### src/rtl/fan_ctrl_if.sv
// Bus interface for fan_ctrl.
//   FAN_STB_I  strobe, held by the master until it sees FAN_ACK_O
//   FAN_WE_I   1 = write, 0 = read
//   FAN_ADR_I  byte address
//   FAN_DAT_I  write data
//   FAN_ACK_O  single-cycle acknowledge
//   FAN_DAT_O  read data, valid only while FAN_ACK_O is high (0 otherwise)
interface fan_ctrl_if;
  logic        FAN_STB_I;
  logic        FAN_WE_I;
  logic [5:0]  FAN_ADR_I;
  logic [31:0] FAN_DAT_I;
  logic        FAN_ACK_O;
  logic [31:0] FAN_DAT_O;

  modport master (
    output FAN_STB_I, FAN_WE_I, FAN_ADR_I, FAN_DAT_I,
    input  FAN_ACK_O, FAN_DAT_O
  );

  modport slave (
    input  FAN_STB_I, FAN_WE_I, FAN_ADR_I, FAN_DAT_I,
    output FAN_ACK_O, FAN_DAT_O
  );
endinterface

### src/rtl/fan_ctrl.sv
// Multi-channel fan controller: per-channel PWM drive with period-aligned
// duty updates, tach glitch filtering and windowed edge counting, stall
// detection and a level interrupt.
//   CLK_I      system clock
//   RST_N_I    asynchronous active-low reset
//   bus        register access (fan_ctrl_if.slave)
//   PWM_O      per-channel PWM output (registered)
//   TACH_I     per-channel tach input (asynchronous)
//   FAN_INT_O  stall interrupt, |(stall & mask), registered
// Registers: 0x00 CTRL, 0x04 STAT (W1C), 0x08 STALL_MIN,
//            0x10+4*ch DUTY, 0x20+4*ch TACH (read-only).
module fan_ctrl #(
  parameter int unsigned NCH     = 4,
  parameter int unsigned PWM_W   = 10,
  parameter int unsigned WIN_CNT = 50000000,
  parameter int unsigned FLT_LEN = 3
) (
  input  logic           CLK_I,
  input  logic           RST_N_I,
  fan_ctrl_if.slave      bus,
  output logic [NCH-1:0] PWM_O,
  input  logic [NCH-1:0] TACH_I,
  output logic           FAN_INT_O
);

  localparam int unsigned      WIN_W    = $clog2(WIN_CNT);
  localparam logic [WIN_W-1:0] WIN_LAST = WIN_W'(WIN_CNT - 1);
  localparam logic [3:0]       FLT_LAST = 4'(FLT_LEN - 1);
  localparam logic [31:0]      DUTY_MAX = 32'(1) << PWM_W;

  // Bus side
  logic           r_ack;
  logic [31:0]    r_dat;
  logic [31:0]    w_rdata;
  logic           w_acc;
  logic           w_wr;
  logic [1:0]     w_ch;
  logic           w_ch_ok;
  logic           w_sel_ctrl;
  logic           w_sel_stat;
  logic           w_sel_smin;
  logic           w_sel_duty;
  logic           w_sel_tach;
  logic [PWM_W:0] w_duty_wdata;

  // Configuration
  logic [NCH-1:0] r_en;
  logic [NCH-1:0] r_mask;
  logic [23:0]    r_smin;
  logic [PWM_W:0] r_duty   [NCH];

  // PWM
  logic [PWM_W-1:0] r_cnt;
  logic [PWM_W:0]   r_shadow [NCH];
  logic [NCH-1:0]   r_pwm;

  // Tach
  logic [NCH-1:0]   r_sync1;
  logic [NCH-1:0]   r_sync2;
  logic [NCH-1:0]   r_flt;
  logic [3:0]       r_fcnt [NCH];
  logic [23:0]      r_edge [NCH];
  logic [23:0]      r_tach [NCH];
  logic [WIN_W-1:0] r_win;
  logic             w_win_end;
  logic [NCH-1:0]   w_fall;

  // Stall / interrupt
  logic [NCH-1:0] r_stall;
  logic [NCH-1:0] w_set;
  logic [NCH-1:0] w_clr;
  logic           r_int;

  // An access is taken only on the first strobe cycle; the ack cycle that
  // follows is never a second access even if the strobe is still high.
  assign w_acc      = bus.FAN_STB_I & ~r_ack;
  assign w_wr       = w_acc & bus.FAN_WE_I;
  assign w_ch       = bus.FAN_ADR_I[3:2];
  assign w_ch_ok    = (32'(w_ch) < NCH);
  assign w_sel_ctrl = (bus.FAN_ADR_I == 6'h00);
  assign w_sel_stat = (bus.FAN_ADR_I == 6'h04);
  assign w_sel_smin = (bus.FAN_ADR_I == 6'h08);
  assign w_sel_duty = (bus.FAN_ADR_I[5:4] == 2'b01) && (bus.FAN_ADR_I[1:0] == 2'b00) && w_ch_ok;
  assign w_sel_tach = (bus.FAN_ADR_I[5:4] == 2'b10) && (bus.FAN_ADR_I[1:0] == 2'b00) && w_ch_ok;
  assign w_duty_wdata = (bus.FAN_DAT_I > DUTY_MAX) ? DUTY_MAX[PWM_W:0] : bus.FAN_DAT_I[PWM_W:0];

  always_comb begin
    w_rdata = '0;
    for (int unsigned ch = 0; ch < NCH; ch++) begin
      if (w_sel_ctrl) begin
        w_rdata[ch]     = r_en[ch];
        w_rdata[8 + ch] = r_mask[ch];
      end
      if (w_sel_stat) w_rdata[ch] = r_stall[ch];
      if (w_sel_duty && (w_ch == 2'(ch))) w_rdata[PWM_W:0] = r_duty[ch];
      if (w_sel_tach && (w_ch == 2'(ch))) w_rdata[23:0] = r_tach[ch];
    end
    if (w_sel_smin) w_rdata[23:0] = r_smin;
  end

  always_ff @(posedge CLK_I or negedge RST_N_I) begin
    if (!RST_N_I) begin
      r_ack <= 1'b0;
      r_dat <= '0;
    end else begin
      r_ack <= w_acc;
      r_dat <= (w_acc && !bus.FAN_WE_I) ? w_rdata : '0;
    end
  end

  assign bus.FAN_ACK_O = r_ack;
  assign bus.FAN_DAT_O = r_dat;

  always_ff @(posedge CLK_I or negedge RST_N_I) begin
    if (!RST_N_I) begin
      r_en   <= '0;
      r_mask <= '0;
      r_smin <= '0;
      for (int unsigned ch = 0; ch < NCH; ch++) r_duty[ch] <= '0;
    end else if (w_wr) begin
      if (w_sel_ctrl) begin
        r_en   <= bus.FAN_DAT_I[NCH-1:0];
        r_mask <= bus.FAN_DAT_I[8 +: NCH];
      end
      if (w_sel_smin) r_smin <= bus.FAN_DAT_I[23:0];
      for (int unsigned ch = 0; ch < NCH; ch++) begin
        if (w_sel_duty && (w_ch == 2'(ch))) r_duty[ch] <= w_duty_wdata;
      end
    end
  end

  // Shadow reload happens on the edge that takes the counter from all-ones
  // to 0, so the new duty governs the whole of the following period.
  always_ff @(posedge CLK_I or negedge RST_N_I) begin
    if (!RST_N_I) begin
      r_cnt <= '0;
      r_pwm <= '0;
      for (int unsigned ch = 0; ch < NCH; ch++) r_shadow[ch] <= '0;
    end else begin
      r_cnt <= r_cnt + PWM_W'(1);
      for (int unsigned ch = 0; ch < NCH; ch++) begin
        if (&r_cnt) r_shadow[ch] <= r_duty[ch];
        r_pwm[ch] <= r_en[ch] & ({1'b0, r_cnt} < r_shadow[ch]);
      end
    end
  end

  assign PWM_O     = r_pwm;
  assign w_win_end = (r_win == WIN_LAST);

  // A falling edge is the filter output switching 1 -> 0 on this clock.
  always_comb begin
    w_fall = '0;
    w_set  = '0;
    for (int unsigned ch = 0; ch < NCH; ch++) begin
      w_fall[ch] = r_flt[ch] & ~r_sync2[ch] & (r_fcnt[ch] == FLT_LAST);
      w_set[ch]  = w_win_end & r_en[ch] & (r_edge[ch] < r_smin);
    end
  end

  always_ff @(posedge CLK_I or negedge RST_N_I) begin
    if (!RST_N_I) begin
      r_sync1 <= '0;
      r_sync2 <= '0;
      r_flt   <= '0;
      r_win   <= '0;
      for (int unsigned ch = 0; ch < NCH; ch++) begin
        r_fcnt[ch] <= '0;
        r_edge[ch] <= '0;
        r_tach[ch] <= '0;
      end
    end else begin
      r_sync1 <= TACH_I;
      r_sync2 <= r_sync1;
      r_win   <= w_win_end ? '0 : r_win + WIN_W'(1);
      for (int unsigned ch = 0; ch < NCH; ch++) begin
        // Count consecutive samples that disagree with the filtered level;
        // any agreeing sample restarts the run.
        if (r_sync2[ch] != r_flt[ch]) begin
          if (r_fcnt[ch] == FLT_LAST) begin
            r_flt[ch]  <= r_sync2[ch];
            r_fcnt[ch] <= '0;
          end else begin
            r_fcnt[ch] <= r_fcnt[ch] + 4'd1;
          end
        end else begin
          r_fcnt[ch] <= '0;
        end
        // An edge on the window-end clock belongs to the next window.
        if (w_win_end) begin
          r_tach[ch] <= r_edge[ch];
          r_edge[ch] <= w_fall[ch] ? 24'd1 : 24'd0;
        end else if (w_fall[ch] && (r_edge[ch] != '1)) begin
          r_edge[ch] <= r_edge[ch] + 24'd1;
        end
      end
    end
  end

  assign w_clr = (w_wr && w_sel_stat) ? bus.FAN_DAT_I[NCH-1:0] : '0;

  always_ff @(posedge CLK_I or negedge RST_N_I) begin
    if (!RST_N_I) begin
      r_stall <= '0;
      r_int   <= 1'b0;
    end else begin
      r_stall <= (r_stall & ~w_clr) | w_set;  // set wins over clear
      r_int   <= |(r_stall & r_mask);
    end
  end

  assign FAN_INT_O = r_int;

endmodule

### src/flat_wrapper.sv
// flat-port wrapper written by rule: the top's interface ports become plain ports
module fan_ctrl_flat 
#(
  parameter int unsigned NCH     = 4,
  parameter int unsigned PWM_W   = 10,
  parameter int unsigned WIN_CNT = 50000000,
  parameter int unsigned FLT_LEN = 3
)
  (CLK_I, RST_N_I, PWM_O, TACH_I, FAN_INT_O, bus_FAN_STB_I, bus_FAN_WE_I, bus_FAN_ADR_I, bus_FAN_DAT_I, bus_FAN_ACK_O, bus_FAN_DAT_O);
  fan_ctrl_if bus_i ();
  input  logic CLK_I;
  input  logic RST_N_I;
  output logic [NCH-1:0] PWM_O;
  input  logic [NCH-1:0] TACH_I;
  output logic FAN_INT_O;
  input wire logic [$bits(bus_i.FAN_STB_I)-1:0] bus_FAN_STB_I;
  input wire logic [$bits(bus_i.FAN_WE_I)-1:0] bus_FAN_WE_I;
  input wire logic [$bits(bus_i.FAN_ADR_I)-1:0] bus_FAN_ADR_I;
  input wire logic [$bits(bus_i.FAN_DAT_I)-1:0] bus_FAN_DAT_I;
  output wire logic [$bits(bus_i.FAN_ACK_O)-1:0] bus_FAN_ACK_O;
  output wire logic [$bits(bus_i.FAN_DAT_O)-1:0] bus_FAN_DAT_O;
  assign bus_i.FAN_STB_I = bus_FAN_STB_I;
  assign bus_i.FAN_WE_I = bus_FAN_WE_I;
  assign bus_i.FAN_ADR_I = bus_FAN_ADR_I;
  assign bus_i.FAN_DAT_I = bus_FAN_DAT_I;
  assign bus_FAN_ACK_O = bus_i.FAN_ACK_O;
  assign bus_FAN_DAT_O = bus_i.FAN_DAT_O;
  fan_ctrl #(.NCH(NCH), .PWM_W(PWM_W), .WIN_CNT(WIN_CNT), .FLT_LEN(FLT_LEN)) u_core (.CLK_I(CLK_I), .RST_N_I(RST_N_I), .bus(bus_i), .PWM_O(PWM_O), .TACH_I(TACH_I), .FAN_INT_O(FAN_INT_O));
endmodule
### config.mk
export PLATFORM = sky130hd
export DESIGN_NAME = fan_ctrl_flat
export DESIGN_NICKNAME = d
export VERILOG_FILES = /design/src/rtl/fan_ctrl_if.sv /design/src/rtl/fan_ctrl.sv /design/src/flat_wrapper.sv
export SDC_FILE = /design/constraint.sdc
export NUM_CORES = 1
export LEC_CHECK = 0
export ABC_AREA = 1
export BUFFER_PORTS_ARGS = -buffer_cell sky130_fd_sc_hd__buf_4
export CORE_AREA = 2 2 201 183
export CTS_CLUSTER_DIAMETER = 100
export DETAILED_ROUTE_END_ITERATION = 8
export DIE_AREA = 0 0 203 185
export GPL_TIMING_DRIVEN = 0
export PLACE_DENSITY = 0.84
export SYNTH_ARGS = -nofsm -noshare
export SYNTH_HDL_FRONTEND = slang
export SYNTH_SLANG_ARGS = --single-unit
### constraint.sdc
create_clock -name CLK_I -period 3.2 [get_ports CLK_I]
set_clock_uncertainty 0.15 [all_clocks]
set_input_delay 0.16 -clock CLK_I [delete_from_list [all_inputs] [get_ports CLK_I]]
set_output_delay 0.16 -clock CLK_I [all_outputs]
set_load 0.01 [all_outputs]
==> impl_metrics.env, run 1 <==
export IMPL_ys_warn_count=0
export IMPL_async_flop_share_pct=100
export IMPL_grt_max_degree=118
export IMPL_hold_class="input port to asynchronous set/reset pin"
export IMPL_p_sw_share_pct=26.3
export IMPL_arrival_ns=3.27
export IMPL_max_slew_margin_pct=25.1
export IMPL_required_ns=3.56
export IMPL_hpwl_um=57000
export IMPL_synth_cell_types=52
export IMPL_clockBufferDepth=3
export IMPL_avgViaCountPerCell=6.21
export IMPL_seq_area_frac_synth_pct=45.0
export IMPL_vias=21700
export IMPL_cap_violations=0
export IMPL_synth_seq_cells=410
export IMPL_post_dp_cell_area_sq_mm=0.0241
export IMPL_die_y_um=185
export IMPL_io_buffers=75
export IMPL_fin_hold_ws_ns=-0.0135
export IMPL_detail_route_wl_per_cell_um=22.1
export IMPL_p_seq_share_pct=45.0
export IMPL_dr_pass1_iters=7
export IMPL_routed_wl_um=77300
export IMPL_clk_latency_ns=0.60
export IMPL_ys_flop_type="dfrtp_1"
export IMPL_num_io_pins=84
export IMPL_synth_commonest_cells="nand2_1, dfrtp_1, inv_1"
export IMPL_period_minus_slack_ns=2.91
export IMPL_final_cell_area_sq_mm=0.0260
export IMPL_violations="hold timing"
export IMPL_end_kind="register"
export IMPL_grt_pass1_wl_um=118000
export IMPL_gp_congestion=1.01
export IMPL_clkTransAtPathRegs_ns=0.06
export IMPL_grt_setup_unrepaired="false"
export IMPL_p_leak_nw=12.3
export IMPL_grt_ovfl_total=0
export IMPL_synth_cells=2811
export IMPL_antenna_found_initial=0
export IMPL_cts_tree="done"
export IMPL_yosysMostFrequentCell="nand2_1"
export IMPL_start_util_pct=64.1
export IMPL_worst_pin_slew_ns=1.12
export IMPL_synthTopCellsByArea="dfrtp_1, nand2_1, ha_1"
export IMPL_path_max_fanout=10
export IMPL_nets=3169
export IMPL_root_buffer="clkbuf_16"
export IMPL_grt_usage_pct=41.5
export IMPL_pwr_share_comb_pct=9.6
export IMPL_numCtsBuffers=45
export IMPL_drive_gt1_share_pct=9.76
export IMPL_fillers=2762
export IMPL_yosysTopAreaCell="dfrtp_1"
export IMPL_cp_start_kind="register"
export IMPL_setup_viol=0
export IMPL_p_per_area_mw_per_mm2=478
export IMPL_vdd_drop_max_v=0.000430
export IMPL_post_cts_buffers=0
export IMPL_switchingPower_w=0.00327
export IMPL_final_util_pct=73.1
export IMPL_synthToLayoutAreaGrowth_pct=14.1
export IMPL_power_clock_fraction_pct=45.4
export IMPL_drt_iter0_drc=2620
export IMPL_fin_crit_sh_pct=91.0
export IMPL_worstSetupPathType="register to register"
export IMPL_num_rows=66
export IMPL_hold_viol=6
export IMPL_netlist_area_sq_mm=0.0228
export IMPL_fmaxAchievable_ghz=0.344
export IMPL_drc=0
export IMPL_fp_dieW_um=203
export IMPL_outcome="complete, but fails checks"
export IMPL_intPower_w=0.00917
export IMPL_dieArea_sq_mm=0.0376
export IMPL_cts_sinks=410
export IMPL_postCtsResizedCells=0
export IMPL_slew_violations=0
export IMPL_setup_tns_ns=0
export IMPL_ant_nets=0
export IMPL_syn_avg_cell_area_sq_um=8.11
export IMPL_htree_levels=2
export IMPL_synth_edf_count=0
export IMPL_grt_pass1_vias=20700
export IMPL_yosys_area_top_type_share_pct=45.0
export IMPL_core_sq_mm=0.0356
==> worst max-delay path: stages, from the launching register on <==
cell,delay [ns]
dfrtp_1,0.40
ha_1,0.21
nand2_1,0.10
nor3_2,0.31
nand2_2,0.12
inv_2,0.12
nand3_2,0.35
clkbuf_1,0.51
buf_2,0.36
o21ai_0,0.19
==> sequential cells by signal, summed over array words and instances, names as in the netlist <==
signal,cells
u_core.r_shadow,44
u_core.r_tach,96
u_core.r_flt,4
u_core.r_fcnt,16
u_core.r_win,26
u_core.r_sync2,4
u_core.r_stall,4
u_core.r_cnt,10
u_core.PWM_O,4
u_core.r_duty,44
u_core.bus.FAN_ACK_O,1
u_core.FAN_INT_O,1
u_core.r_mask,4
u_core.r_edge,96
u_core.bus.FAN_DAT_O,24
u_core.r_en,4
u_core.r_sync1,4
u_core.r_smin,24
==> area by class of cell <==
class                   count  area [sq um]  area share [%]
diodes                      1          2.50         0.00962
plain buffers              98           528            2.03
clock buffers              65          1340            5.17
clock inverters            18           250           0.962
inverters                 318          1190            4.59
multi-input cells        1992         10800            41.7
flip-flops and latches    410         10300            39.4
well taps                 476           596            2.29
repair buffers            112           991            3.81
==> routing by layer <==
layer	global-route usage, %	share of wire (%)	wire length, um	vias to the layer above
li1	-	-	-	9676
met1	55.1	40	30700	10400
met2	64.0	44	33900	1321
met3	10.6	11	8520	250
met4	19.9	5.3	4100	2
met5	0	0.050	39	-
==> kinds of logic (layout without fill, tap and decap cells) <==
| group | after synthesis | in the layout | share of synthesized area [%] |
|---|---|---|---|
| AND/OR/NAND/NOR | 1223 | 1223 | 23.2 |
| AO/OA/AOI/OAI | 538 | 538 | 13.3 |
| buffers and inverters | 416 | 611 | 7.55 |
| flip-flops | 410 | 410 | 45.0 |
| adder cells (fa/ha/maj) | 146 | 146 | 8.01 |
| XOR/XNOR | 76 | 76 | 2.92 |
| other | 1 | 9 | 0.0164 |
| multiplexers | 1 | 1 | 0.0494 |
==> placed cells by master (no fill, tap or decap), types with 42 or more instances in the layout <==
cell type,n
nor2_1,214
o21ai_2,42
nor3_1,60
clkbuf_16,47
nand2_1,663
nand4_1,92
o21ai_0,264
dfrtp_1,410
clkbuf_1,50
inv_1,303
nand3_1,137
a21oi_1,123
buf_4,85
ha_1,146
xor2_1,64
==> timing repair <==
| action | CTS | global route |
|---|---|---|
| endpoints found under the setup margin | 0 | 0 |
| hold buffers | 32 | 1 |
| endpoints found under the hold margin | 154 | 1 |
==> path summary, 6_finish.rpt <==
check / start / to / slack, ns / cells past startpoint
setup / recovery: u_core.r_win[0] / u_core.r_tach[18] / 0.29 / 9
hold / removal: RST_N_I / u_core.r_cnt[4] / -0.01 / 2
setup reg to reg: u_core.r_win[0] / u_core.r_tach[18] / 0.29 / 9
hold reg to reg: u_core.r_sync1[2] / u_core.r_sync2[2] / 0.20 / 0
max in group asynchronous: RST_N_I / u_core.r_flt[3] / 1.36 / 4
min in group CLK_I: bus_FAN_DAT_I[24] / u_core.r_duty[21] / -0.01 / 6
==> through the flow <==
stage	total power [W]	instances	setup WS, ns
after CTS	0.0124	3487	0.190
after floorplan	0.00626	2818	1.13
after global placement	0.00673	3369	-2.17
final	0.0124	3490	0.289
after detailed placement	0.00682	3372	0.140
after global routing	0.0128	3489	0.215
==> power by group through the flow <==
stage	clock network (W)	logic [W]	registers, W
6_report	0.00565	0.00119	0.00560
3_5_place_dp	0	0.00113	0.00569
2_1_floorplan	0	0.000650	0.00561
4_1_cts	0.00563	0.00117	0.00560
3_3_place_gp	0	0.00106	0.00567
5_1_grt	0.00585	0.00133	0.00562
Note: power is estimated with default switching activity, not from simulation.
==> run 2, diff against run 1 <==
- CORE_AREA: 2 2 201 183 -> 2 2 189 210
- DIE_AREA: 0 0 203 185 -> 0 0 191 212
- PLACE_DENSITY: 0.84 -> 0.79
==> run 2 against run 1 <==
The run still ends with hold timing left. Sequential power is essentially flat. Via count shrank 2.1%. Non-clock buffer count grew 3. Worst hold slack gained 0.0061 ns. Wire length is essentially flat.
==> impl_metrics.env, run 2 (synthesized netlist as in run 1, its figures left out) <==
export IMPL_outcome="complete, but fails checks"
export IMPL_violations="hold timing"
export IMPL_p_per_area_mw_per_mm2=466
export IMPL_io_buffers=75
export IMPL_clockBufferDepth=3
export IMPL_routed_wl_um=77300
export IMPL_cpPeakStageDelay_ns=0.57
export IMPL_htree_levels=2
export IMPL_crit_chain="nor2_1 -> nand2_1 -> nor3_1 -> clkbuf_1 -> a31oi_1 -> dlygate4sd3_1"
export IMPL_grt_max_degree=122
export IMPL_vias=21200
export IMPL_ff2ff_path_depth=6
export IMPL_dieArea_sq_mm=0.0405
export IMPL_dr_pass1_iters=6
export IMPL_reg_largest_list="u_core.r_edge x96, u_core.r_tach x96"
export IMPL_fmaxAchievable_ghz=0.350
export IMPL_avgViaCountPerCell=6.02
export IMPL_period_minus_slack_ns=2.86
export IMPL_root_buffer="clkbuf_16"
export IMPL_rr_endpoint="u_core.r_duty[10]"
export IMPL_ant_nets=0
export IMPL_crit_family="simple AND/OR/NAND/NOR gates"
export IMPL_num_rows=76
export IMPL_grt_pass1_vias=20700
export IMPL_cts_sinks=410
export IMPL_hpwl_um=57900
export IMPL_grt_usage_pct=38.7
export IMPL_hold_class="input port to asynchronous set/reset pin"
export IMPL_slew_violations=0
export IMPL_final_cell_mix="nand2_1, dfrtp_1, inv_1"
export IMPL_gp_congestion=0.993
export IMPL_fin_crit_sh_pct=89.3
export IMPL_drive_gt1_share_pct=9.59
export IMPL_die_y_um=212
export IMPL_required_ns=3.52
export IMPL_hold_viol=2
export IMPL_synthToLayoutAreaGrowth_pct=13.9
export IMPL_cts_tree="done"
export IMPL_clkTransAtPathRegs_ns=0.06
export IMPL_antenna_found_initial=3
export IMPL_critPathSlowestCell="dlygate4sd3_1"
export IMPL_drt_iter0_drc=2214
export IMPL_worst_pin_slew_ns=1.10
export IMPL_vdd_drop_max_v=0.000437
export IMPL_arrival_ns=3.18
export IMPL_cp_start_kind="register"
export IMPL_postCtsResizedCells=0
export IMPL_worstSetupPathType="register to register"
export IMPL_fillers=3193
export IMPL_start_util_pct=59.2
export IMPL_fp_dieW_um=191
export IMPL_clk_latency_ns=0.58
export IMPL_end_kind="register"
export IMPL_nets=3172
export IMPL_grt_setup_unrepaired="false"
export IMPL_num_io_pins=84
export IMPL_rr_startpoint="u_core.bus.FAN_ACK_O"
export IMPL_cap_violations=0
export IMPL_numCtsBuffers=45
export IMPL_p_leak_nw=12.2
export IMPL_max_slew_margin_pct=26.5
export IMPL_grt_ovfl_total=0
export IMPL_path_max_fanout=10
export IMPL_core_sq_mm=0.0385
export IMPL_grt_pass1_wl_um=117000
export IMPL_final_util_pct=67.4
export IMPL_setup_viol=0
export IMPL_layout_commonest_cell="nand2_1"
export IMPL_r2r_setup_slack_ns=0.34
export IMPL_detail_route_wl_per_cell_um=21.9
export IMPL_critPathBufInv=2
export IMPL_drc=0
export IMPL_fin_hold_ws_ns=-0.00744
==> run 2: cell count changes in the layout (fill, tap and decap cells not counted) <==
cell and delta:
clkbuf_1 +4, bufinv_16 -3, clkbuf_8 -3, dlygate4sd3_1 +3
clkinvlp_4 +2, buf_4 -1, clkbuf_4 +1, clkinv_4 -1
diode_2 +1
==> run 2: cell type report <==
type / instances / area [sq um] / area share (%)
antenna: 2 / 5.00 / 0.0193
buffer: 98 / 528 / 2.03
clock buffer: 66 / 1320 / 5.07
clock inverter: 16 / 166 / 0.641
inverter: 318 / 1190 / 4.60
multi-input combinational: 1992 / 10800 / 41.8
sequential: 410 / 10300 / 39.5
tap: 507 / 634 / 2.44
timing repair buffer: 115 / 1020 / 3.93
==> run 2: worst max path at each step <==
stage	from	end	cells after the start
5_1_grt	u_core.bus.FAN_ACK_O	u_core.r_duty[10]	6
6_report	u_core.bus.FAN_ACK_O	u_core.r_duty[10]	6
3_5_place_dp	bus_FAN_DAT_I[29]	u_core.r_duty[4]	8
2_1_floorplan	u_core.r_edge[0]	u_core.r_edge[22]	11
4_1_cts	u_core.bus.FAN_ACK_O	u_core.r_duty[10]	6
3_3_place_gp	RST_N_I	u_core.r_edge[21]	1
==> run 2: worst register-to-register path, delay by kind of cell (launching register included) <==
family,cells,cell delay [ns]
simple gates,3,1.04
compound gates,1,0.14
buf+inv,2,1.01
flops,1,0.40
==> run 2: routing by layer <==
metal	vias up	part of all wire (%)	wire, um	GRT usage [%]
met2	1139	46	35200	61.0
met4	4	6.2	4810	22.5
met3	275	9.0	6960	8.17
met1	10100	39	30300	49.3
met5	-	0.035	27	0
li1	9669	-	-	-
==> run 2: where the power goes <==
group	total (W)	switching, W	internal, W
clock network	0.00532	0.00222	0.00310
registers	0.00561	0.000222	0.00538
logic	0.00118	0.000786	0.000395
==> run 2: stage by stage <==
| step | setup slack (ns) | total power [W] | instance area (sq um) | std cells | setup TNS [ns] |
|---|---|---|---|---|---|
| 2_1_floorplan | 1.13 | 0.00626 | 22800 | 2818 | 0 |
| 3_3_place_gp | -2.23 | 0.00673 | 24000 | 3400 | -897.67 |
| 3_5_place_dp | 0.274 | 0.00681 | 24100 | 3403 | 0 |
| 4_1_cts | 0.349 | 0.0121 | 26000 | 3521 | 0 |
| 5_1_grt | 0.226 | 0.0125 | 26000 | 3522 | 0 |
| 6_report | 0.341 | 0.0121 | 26000 | 3524 | 0 |
==> run 2: repair_timing <==
action                    in CTS  in global routing
hold buffers                  36                  0
hold endpoints to repair     152                  0
buffers inserted               0                  0
